File: config.mk
export PLATFORM = sky130hd
export DESIGN_NAME = ex_epu_flat
export DESIGN_NICKNAME = d
export VERILOG_FILES = /design/src/rtl/ex_epu_pkg.sv /design/src/rtl/ex_epu_if.sv /design/src/rtl/ex_irq_sync.sv /design/src/rtl/ex_epu.sv /design/src/flat_wrapper.sv
export SDC_FILE = /design/constraint.sdc
export NUM_CORES = 1
export LEC_CHECK = 0
export CORE_AREA = 2 2 207 209
export CTS_BUF_LIST = sky130_fd_sc_hd__clkbuf_8 sky130_fd_sc_hd__clkbuf_16
export DETAILED_ROUTE_END_ITERATION = 6
export DIE_AREA = 0 0 209 211
export GPL_TIMING_DRIVEN = 0
export SYNTH_ARGS = -nofsm -noshare
export SYNTH_HDL_FRONTEND = slang
export SYNTH_SLANG_ARGS = --single-unit
File: constraint.sdc
create_clock -name clk -period 4.8 [get_ports clk]
set_input_delay 0.96 -clock clk [delete_from_list [all_inputs] [get_ports clk]]
set_output_delay 0.96 -clock clk [all_outputs]
set_load 0.005 [all_outputs]
File: src/rtl/ex_epu_pkg.sv
// ex_epu shared definitions: exception bit indices, vector offsets,
// FSM state encoding and the resolved-event type.
package ex_epu_pkg;

  localparam int EXC_W = 5;

  localparam int EXC_EIPF     = 0;
  localparam int EXC_EINSN    = 1;
  localparam int EXC_ESYSCALL = 2;
  localparam int EXC_EDPF     = 3;
  localparam int EXC_ERET     = 4;

  localparam int VOFF_W = 8;

  localparam logic [VOFF_W-1:0] VOFF_EIPF     = 8'h18;
  localparam logic [VOFF_W-1:0] VOFF_EINSN    = 8'h08;
  localparam logic [VOFF_W-1:0] VOFF_ESYSCALL = 8'h10;
  localparam logic [VOFF_W-1:0] VOFF_EDPF     = 8'h20;
  localparam logic [VOFF_W-1:0] VOFF_IRQ      = 8'h28;

  typedef enum logic [1:0] {
    ST_IDLE  = 2'd0,
    ST_DRAIN = 2'd1,
    ST_REDIR = 2'd2
  } epu_state_t;

  typedef enum logic [2:0] {
    EV_NONE,
    EV_IPF,
    EV_INSN,
    EV_SYS,
    EV_DPF,
    EV_RET,
    EV_IRQ
  } epu_ev_t;

  function automatic logic [VOFF_W-1:0] vec_off(
    input epu_ev_t ev
  );
    logic [VOFF_W-1:0] off;
    case (ev)
      EV_IPF:  off = VOFF_EIPF;
      EV_INSN: off = VOFF_EINSN;
      EV_SYS:  off = VOFF_ESYSCALL;
      EV_DPF:  off = VOFF_EDPF;
      EV_IRQ:  off = VOFF_IRQ;
      default: off = '0;
    endcase
    return off;
  endfunction

endpackage

File: src/rtl/ex_epu_if.sv
// ex_epu pipeline-side bundle: commit slot, flush handshake
// and frontend redirect handshake.
interface ex_epu_if
  import ex_epu_pkg::*;
#(
  parameter int DW = 64
) ();

  logic             cmt_valid;
  logic             cmt_ready;
  logic [DW-1:0]    cmt_pc;
  logic [DW-1:0]    cmt_npc;
  logic [EXC_W-1:0] cmt_exc;
  logic [DW-1:0]    cmt_lsa;

  logic             flush_req;
  logic             flush_ack;

  logic             redir_valid;
  logic             redir_ready;
  logic [DW-1:0]    redir_pc;

  modport master (
    output cmt_valid,
    output cmt_pc,
    output cmt_npc,
    output cmt_exc,
    output cmt_lsa,
    output flush_ack,
    output redir_ready,
    input  cmt_ready,
    input  flush_req,
    input  redir_valid,
    input  redir_pc
  );

  modport slave (
    input  cmt_valid,
    input  cmt_pc,
    input  cmt_npc,
    input  cmt_exc,
    input  cmt_lsa,
    input  flush_ack,
    input  redir_ready,
    output cmt_ready,
    output flush_req,
    output redir_valid,
    output redir_pc
  );

endinterface

File: src/rtl/ex_irq_sync.sv
// ex_irq_sync: N-flop level synchroniser for the external IRQ,
// cleared to 0 by the asynchronous active-low reset.
module ex_irq_sync #(
  parameter int N = 2
) (
  input  logic clk,
  input  logic rst,
  input  logic d_i,
  output logic q_o
);

  logic [N-1:0] sync_q;

  always_ff @(posedge clk or negedge rst) begin
    if (!rst) begin
      sync_q <= '0;
    end else begin
      sync_q <= {sync_q[N-2:0], d_i};
    end
  end

  assign q_o = sync_q[N-1];

endmodule

File: src/rtl/ex_epu.sv
// ex_epu: exception processing unit driving PSR save/restore, EPC, ELSA.
// Define NCPU_EPU_PERF_CNT_EN to add the epu_exc_cnt trap counter.
module ex_epu
  import ex_epu_pkg::*;
#(
  parameter int CONFIG_DW       = 64,
  parameter int IRQ_SYNC_STAGES = 2
) (
  input  logic                 clk,
  input  logic                 rst,
  ex_epu_if.slave              pipe,
  input  logic                 irq_async,
  input  logic                 msr_psr_ire,
  input  logic [CONFIG_DW-1:0] msr_evect,
  input  logic [CONFIG_DW-1:0] msr_epc,
  output logic                 msr_psr_save,
  output logic                 msr_psr_restore,
  output logic [CONFIG_DW-1:0] msr_epc_nxt,
  output logic                 msr_epc_we,
  output logic [CONFIG_DW-1:0] msr_elsa_nxt,
  output logic                 msr_elsa_we
`ifdef NCPU_EPU_PERF_CNT_EN
  ,
  output logic [31:0]          epu_exc_cnt
`endif
);

  logic             irq_sync;
  logic             accept;
  logic             irq_take;
  logic             reexec;
  logic [EXC_W-1:0] exc_oh;
  epu_ev_t          ev;

  epu_state_t state_q, state_d;

  logic save_q, save_d;
  logic restore_q, restore_d;
  logic epc_we_q, epc_we_d;
  logic elsa_we_q, elsa_we_d;

  logic [CONFIG_DW-1:0] epc_nxt_q, epc_nxt_d;
  logic [CONFIG_DW-1:0] elsa_nxt_q, elsa_nxt_d;
  logic [CONFIG_DW-1:0] redir_pc_q, redir_pc_d;
  logic [CONFIG_DW-1:0] off_x;

  ex_irq_sync #(
    .N (IRQ_SYNC_STAGES)
  ) u_irq_sync (
    .clk (clk),
    .rst (rst),
    .d_i (irq_async),
    .q_o (irq_sync)
  );

  assign accept = pipe.cmt_valid & pipe.cmt_ready;

  // Lowest set bit wins: bit order matches the fault priority.
  assign exc_oh = pipe.cmt_exc & (-pipe.cmt_exc);

  assign irq_take = irq_sync & msr_psr_ire
                  & ~(|pipe.cmt_exc);

  always_comb begin
    ev = EV_NONE;
    unique case (1'b1)
      exc_oh[EXC_EIPF]:     ev = EV_IPF;
      exc_oh[EXC_EINSN]:    ev = EV_INSN;
      exc_oh[EXC_ESYSCALL]: ev = EV_SYS;
      exc_oh[EXC_EDPF]:     ev = EV_DPF;
      exc_oh[EXC_ERET]:     ev = EV_RET;
      irq_take:             ev = EV_IRQ;
      default:              ev = EV_NONE;
    endcase
  end

  assign reexec = (ev == EV_IPF)
               || (ev == EV_INSN)
               || (ev == EV_DPF);

  assign off_x = {{(CONFIG_DW-VOFF_W){1'b0}},
                  vec_off(ev)};

  always_comb begin
    state_d    = state_q;
    save_d     = 1'b0;
    restore_d  = 1'b0;
    epc_we_d   = 1'b0;
    elsa_we_d  = 1'b0;
    epc_nxt_d  = epc_nxt_q;
    elsa_nxt_d = elsa_nxt_q;
    redir_pc_d = redir_pc_q;
    unique case (state_q)
      ST_IDLE: begin
        if (accept && (ev != EV_NONE)) begin
          state_d = ST_DRAIN;
          if (ev == EV_RET) begin
            restore_d  = 1'b1;
            redir_pc_d = msr_epc;
          end else begin
            save_d     = 1'b1;
            epc_we_d   = 1'b1;
            epc_nxt_d  = reexec ? pipe.cmt_pc
                                : pipe.cmt_npc;
            elsa_we_d  = (ev == EV_DPF);
            elsa_nxt_d = pipe.cmt_lsa;
            redir_pc_d = msr_evect + off_x;
          end
        end
      end
      ST_DRAIN: begin
        if (pipe.flush_ack) begin
          state_d = ST_REDIR;
        end
      end
      ST_REDIR: begin
        if (pipe.redir_ready) begin
          state_d = ST_IDLE;
        end
      end
      default: state_d = ST_IDLE;
    endcase
  end

  always_ff @(posedge clk or negedge rst) begin
    if (!rst) begin
      state_q    <= ST_IDLE;
      save_q     <= 1'b0;
      restore_q  <= 1'b0;
      epc_we_q   <= 1'b0;
      elsa_we_q  <= 1'b0;
      epc_nxt_q  <= '0;
      elsa_nxt_q <= '0;
      redir_pc_q <= '0;
    end else begin
      state_q    <= state_d;
      save_q     <= save_d;
      restore_q  <= restore_d;
      epc_we_q   <= epc_we_d;
      elsa_we_q  <= elsa_we_d;
      epc_nxt_q  <= epc_nxt_d;
      elsa_nxt_q <= elsa_nxt_d;
      redir_pc_q <= redir_pc_d;
    end
  end

  assign pipe.cmt_ready   = (state_q == ST_IDLE);
  assign pipe.flush_req   = (state_q == ST_DRAIN);
  assign pipe.redir_valid = (state_q == ST_REDIR);
  assign pipe.redir_pc    = redir_pc_q;

  assign msr_psr_save    = save_q;
  assign msr_psr_restore = restore_q;
  assign msr_epc_we      = epc_we_q;
  assign msr_epc_nxt     = epc_nxt_q;
  assign msr_elsa_we     = elsa_we_q;
  assign msr_elsa_nxt    = elsa_nxt_q;

`ifdef NCPU_EPU_PERF_CNT_EN
  logic [31:0] cnt_q, cnt_d;

  assign cnt_d = save_q ? cnt_q + 32'd1 : cnt_q;

  always_ff @(posedge clk or negedge rst) begin
    if (!rst) begin
      cnt_q <= '0;
    end else begin
      cnt_q <= cnt_d;
    end
  end

  assign epu_exc_cnt = cnt_q;
`endif

endmodule

File: src/flat_wrapper.sv
// flat-port wrapper written by rule: the top's interface ports become plain ports
module ex_epu_flat import ex_epu_pkg::*;
#(
  parameter int CONFIG_DW       = 64,
  parameter int IRQ_SYNC_STAGES = 2
)
  (clk, rst, irq_async, msr_psr_ire, msr_evect, msr_epc, msr_psr_save, msr_psr_restore, msr_epc_nxt, msr_epc_we, msr_elsa_nxt, msr_elsa_we, pipe_cmt_valid, pipe_cmt_pc, pipe_cmt_npc, pipe_cmt_exc, pipe_cmt_lsa, pipe_flush_ack, pipe_redir_ready, pipe_cmt_ready, pipe_flush_req, pipe_redir_valid, pipe_redir_pc);
  ex_epu_if #(.DW((64))) pipe_i ();
  input  logic clk;
  input  logic rst;
  input  logic irq_async;
  input  logic msr_psr_ire;
  input  logic [CONFIG_DW-1:0] msr_evect;
  input  logic [CONFIG_DW-1:0] msr_epc;
  output logic msr_psr_save;
  output logic msr_psr_restore;
  output logic [CONFIG_DW-1:0] msr_epc_nxt;
  output logic msr_epc_we;
  output logic [CONFIG_DW-1:0] msr_elsa_nxt;
  output logic msr_elsa_we;
  input wire logic [$bits(pipe_i.cmt_valid)-1:0] pipe_cmt_valid;
  input wire logic [$bits(pipe_i.cmt_pc)-1:0] pipe_cmt_pc;
  input wire logic [$bits(pipe_i.cmt_npc)-1:0] pipe_cmt_npc;
  input wire logic [$bits(pipe_i.cmt_exc)-1:0] pipe_cmt_exc;
  input wire logic [$bits(pipe_i.cmt_lsa)-1:0] pipe_cmt_lsa;
  input wire logic [$bits(pipe_i.flush_ack)-1:0] pipe_flush_ack;
  input wire logic [$bits(pipe_i.redir_ready)-1:0] pipe_redir_ready;
  output wire logic [$bits(pipe_i.cmt_ready)-1:0] pipe_cmt_ready;
  output wire logic [$bits(pipe_i.flush_req)-1:0] pipe_flush_req;
  output wire logic [$bits(pipe_i.redir_valid)-1:0] pipe_redir_valid;
  output wire logic [$bits(pipe_i.redir_pc)-1:0] pipe_redir_pc;
  assign pipe_i.cmt_valid = pipe_cmt_valid;
  assign pipe_i.cmt_pc = pipe_cmt_pc;
  assign pipe_i.cmt_npc = pipe_cmt_npc;
  assign pipe_i.cmt_exc = pipe_cmt_exc;
  assign pipe_i.cmt_lsa = pipe_cmt_lsa;
  assign pipe_i.flush_ack = pipe_flush_ack;
  assign pipe_i.redir_ready = pipe_redir_ready;
  assign pipe_cmt_ready = pipe_i.cmt_ready;
  assign pipe_flush_req = pipe_i.flush_req;
  assign pipe_redir_valid = pipe_i.redir_valid;
  assign pipe_redir_pc = pipe_i.redir_pc;
  ex_epu #(.CONFIG_DW(CONFIG_DW), .IRQ_SYNC_STAGES(IRQ_SYNC_STAGES)) u_core (.clk(clk), .rst(rst), .pipe(pipe_i), .irq_async(irq_async), .msr_psr_ire(msr_psr_ire), .msr_evect(msr_evect), .msr_epc(msr_epc), .msr_psr_save(msr_psr_save), .msr_psr_restore(msr_psr_restore), .msr_epc_nxt(msr_epc_nxt), .msr_epc_we(msr_epc_we), .msr_elsa_nxt(msr_elsa_nxt), .msr_elsa_we(msr_elsa_we));
endmodule
# Yosys cells after proc, flatten, opt, wreduce, memory -nomap -nowiden
# Cells that the tools add are included.
# classes
addsub	2
mul	0
n_div	0
magnitude_cmp	0
eq_ne	11
n_shift	0
muxes	17
n_bitwise	6
reduce_logical	9
# ops
operator	count
$mux 64	2
$add 64x6->64	1
$pmux 6 s5	1
$pmux 3 s6	1
$eq 3x3->1 const B	3
$mux 1	9
$eq 3x2->1 const B	2
$mux 2	3
$ne 2x2->1 const B	3
$pmux 2 s3	1
$reduce_and 3->1	2
$and 5x5->5	1
$neg 5->5	1
$reduce_or 5->1	1
$and 1x1->1	3
$eq 3x1->1 const B	1
$reduce_bool 3->1	1
$eq 2x1->1 const B	1
$eq 2x2->1 const B	1
$logic_not 2->1	1
$logic_or 1x1->1	2
$not 1->1	2
$reduce_and 2->1	1
$logic_and 1x1->1	1
# word_totals
reg_bits	199
latchBits	0
ramBits	0
rom_bits	0
in_bits	332
wordCells	53
memories	0

# Longest topological paths before layout
# depth
depth_word	8
mapped_depth	12

# Modules after synthesis
# A second synthesis with hierarchy kept.
# unflattened
hier_cells	1091
area_unflattened_um2	9810.7
# modules_own_cells
module	n_inst	cells_each	area_each_um2
ex_epu	1	1089	9760.6
ex_irq_sync	1	2	50.0

# Worst setup path before layout
# OpenSTA, ideal clock, no wires.
# synth_path
path_type	input to register
startpoint	input pipe_cmt_exc[2]
endpoint	register u_core.redir_pc_q[43] (netlist: u_core.pipe.redir_pc[43])
setup_ps	134
arrival_ps	3515
path_slack_ps	1150
path_stages	10
path_buffers	0
path_cell_list	o41ai_1 -> ha_1 -> inv_1 -> fa_1 -> nand2b_1 -> a2111o_1 -> or4_4 -> nor4_1 -> xnor2_1 -> o21ai_0
# synth_between
elab_chain_cells	8
word_cells_on_any_way	18
classes_between	add/sub (2); eq/ne (6); mux (3); bitwise (3); reduce/logical (4)
# synth_rtl
element	line	text
from (decl)	flat_wrapper.sv:24	input wire logic [$bits(pipe_i.cmt_exc)-1:0] pipe_cmt_exc;
parallel branches: the longest is 3 deep, another holds $neg 5->5	--	
$pmux 3 s6 *	ex_epu.sv:66	unique case (1'b1)
$eq 3x3->1 (tied with other cells)	ex_epu_pkg.sv:41	case (ev)
$pmux 6 s5	ex_epu_pkg.sv:41	
$add 64x6->64	ex_epu.sv:107	redir_pc_d = msr_evect + off_x;
$mux 64	ex_epu.sv:97	if (ev == EV_RET) begin
to (signal assigned)	ex_epu.sv:143	redir_pc_q <= redir_pc_d;
to (decl)	ex_epu.sv:44	logic [CONFIG_DW-1:0] redir_pc_q, redir_pc_d;
# Mark *: on every way between the ends.
# A chain may end at the register's enable or synchronous reset.

# Worst setup path in the final report
# layout_path
startpoint	input pipe_cmt_exc[2]
endpoint	register u_core.redir_pc_q[63] (netlist: u_core.pipe.redir_pc[63])
# Same word-level chain as after synthesis.

==> reports/results.ini <==
[clock_network]
cts_root_buf = clkbuf_16
cts_buffers = 17
post_cts_resized = 0
clk_path_buf_depth = 2
holdBufCountCts = 0
cts.sinks = 199
cts_tree = done
htree_levels = 4
postCtsSetupBuffers = 0
clk_pin_slew_ns = 0.08
clk_latency_ns = 0.44

[synthesis]
synth-main-ff-cell = dfrtp_1
synth_top_area_cell = dfrtp_1
syn_inst = 983
synth_edf_count = 0
synth_most_common_cell = nand2_1
yosys-top-cells-area = dfrtp_1, nand2_1, mux2i_1
synthTopCellsByCount = nand2_1, dfrtp_1, o21ai_0, a22oi_1, mux2i_1
yosysSeqAreaShare_pct = 53.0
synth_xor_area_share_pct = 5.41
synthAdderAreaFrac_pct = 0.613
synth.cell_area_sq_um = 9400
synth-simple-area-share_pct = 17.9
yosysWarningCount = 0
synth_top_family_by_area = simple AND/OR/NAND/NOR gates
yosysTopAreaCellShare_pct = 53.0
yosysUniqueCellTypes = 52
synth_area_per_cell_sq_um = 9.56
async_flop_share_pct = 100
synth_compound_area_share_pct = 12.9
synthMuxAreaShare_pct = 6.82
syn-num-nets = 1319
synth-seq-cells = 199

[setup_path]
critPathKind = input pin to register
end_kind = register
r2r-start = u_core.u_irq_sync.sync_q[1]
cp_max_fo = 10
startpoint = pipe_cmt_exc[2]
critPathLaunchType = input pin
r2r-end = u_core.pipe.redir_pc[63]
required_ns = 5.11
arrival_ns = 4.95
rr_worst_depth = 12
rrSetupSlack_ns = 0.82

[placement]
placedInstanceArea_sq_um = 15400
port-buffer-count = 530
place_inst = 2053
gp_congestion = 0.873
dp_hpwl_mm = 31.9

[finish]
fin_nets = 1869
seqCellArea_sq_um = 4980
multiInputGateArea_sq_um = 4110
syn_to_final_growth_pct = 70.1
instances_no_fill = 2086
drive_gt1_share_pct = 3.69
fill_cells = 4215
design_area_sq_um = 16000

[timing]
fin_hold_ws_ns = 0.361
fmax_ghz = 0.216
slew_viol_final = 0
finalCritPeriodShare_pct = 96.6
rsz0062_at_grt = false
hold_viol = 0
worst_pin_slew_ns = 0.877
tns_ns = 0
min_period_ns = 4.64
max_slew_margin_pct = 41.5
setup_viol = 0
skew_ns = 0.0109

[detailed_routing]
wl_per_cell_microns = 19.0
vias = 9367
met1_length_mm = 16.8
drt_pre_antenna_iters = 4
drt-vias-per-instance = 4.49
wl_met3_mm = 2.30
drt-total-wl_mm = 39.7
wl_met2_mm = 19.9
top_layer = met5
drc = 0
antenna_left = 0
drt_iter0_markers = 495

[job]
maxCapViolations = 0

[worst_hold_path]
min-delay-start = u_core.u_irq_sync.sync_q[0]
min_path_cells = 0
min_to = u_core.u_irq_sync.sync_q[1]
hold_class = register to register

[floorplan]
core_region_area_sq_um = 41800
die_area_sq_um = 44100
die_w_microns = 209
io_pins = 531
rows = 75
start_util_pct = 22.5
die_h_microns = 211

[power_and_ir_drop]
p_leak_nw = 6.92
peakVddDrop_uv = 246
p_per_area_nw_per_um2 = 502

[grt]
grtUsageTotal_pct = 17.6
gr-total-overflow = 0
grt_pass1_vias = 9679
grt_max_degree = 111
grt_pass1_wl_mm = 58.9
antenna_found_initial = 2

[status]
status = finished clean

## per-layer routing
metal,track usage [%],vias to the layer above
met5,0,-
met4,4.51,2
met3,4.64,32
met2,30.6,335
met1,21.7,4523
li1,-,4475
## layout by cell type (no fill, tap or decap), drive strengths merged, types with 13 or more instances in the layout
| master | synthesis | routed |
|---|---|---|
| clkdlybuf4s50 | 1 | 530 |
| nand2 | 290 | 290 |
| dfrtp | 199 | 199 |
| o21ai | 125 | 125 |
| mux2i | 64 | 64 |
| a22oi | 64 | 64 |
| clkbuf | 42 | 62 |
| xor2 | 38 | 38 |
| nand3 | 23 | 23 |
| xnor2 | 20 | 20 |
| inv | 12 | 18 |
| buf | 15 | 17 |
| nand4 | 13 | 13 |
## cell type report
cell class | count | share of cell area (%)
tap | 539 | 4.22
multi-input combinational | 713 | 25.7
inverter | 12 | 0.282
sequential | 199 | 31.2
buffer | 59 | 1.66
antenna | 1 | 0.0157
clock buffer | 20 | 2.92
timing repair buffer | 531 | 33.4
clock inverter | 12 | 0.673
## worst max path at each step
stage | endpoint | slack (ns) | depth (start not counted)
after global routing | u_core.pipe.redir_pc[63] | 0.02 | 12
final | u_core.pipe.redir_pc[63] | 0.16 | 12
after global placement | u_core.msr_epc_nxt[28] | -6.15 | 1
after detailed placement | u_core.pipe.redir_pc[63] | -0.32 | 12
after CTS | u_core.pipe.redir_pc[63] | 0.17 | 12
after floorplan | u_core.pipe.redir_pc[43] | 1.15 | 10
## cells by family (layout without fill, tap and decap cells)
| group | Yosys count | count (layout) |
|---|---|---|
| compound gates | 203 | 203 |
| mux | 64 | 64 |
| flops | 199 | 199 |
| other cells | 0 | 1 |
| fa+ha+maj | 4 | 4 |
| buf+inv | 71 | 634 |
| simple gates | 384 | 384 |
| xor+xnor | 58 | 58 |
## report_power, final
| group | internal [mW] | leakage, nW | switching, mW |
|---|---|---|---|
| logic | 2.08 | 4.18 | 1.57 |
| clock network | 0.724 | 0.275 | 0.718 |
| registers | 2.47 | 2.46 | 0.464 |
## registers in the layout (all words and copies together) (netlist names)
name                      cells
u_core.msr_elsa_nxt          64
u_core.state_q                2
u_core.msr_psr_restore        1
u_core.pipe.redir_pc         64
u_core.msr_elsa_we            1
u_core.msr_psr_save           1
u_core.u_irq_sync.sync_q      2
u_core.msr_epc_nxt           64
## metrics by stage
step / setup WS [ns] / utilization [%] / total power [mW]
2_1_floorplan: 1.15 / - / 4.07
3_3_place_gp: -6.15 / 36.8 / 6.60
3_5_place_dp: -0.320 / 36.9 / 6.66
4_1_cts: 0.170 / 38.3 / 8.15
5_1_grt: 0.0215 / 38.3 / 8.58
6_report: 0.162 / 38.3 / 8.02
## critical path: stages
cell             delay [ns]
clkdlybuf4s50_1        0.48
o41ai_1                0.47
ha_1                   0.27
inv_1                  0.06
fa_1                   0.39
nand2b_1               0.20
a2111o_1               0.57
nor4_1                 0.53
buf_2                  0.35
nand3_1                0.13
xor2_1                 0.40
o21ai_0                0.12
(Power assumes the default switching activity.)
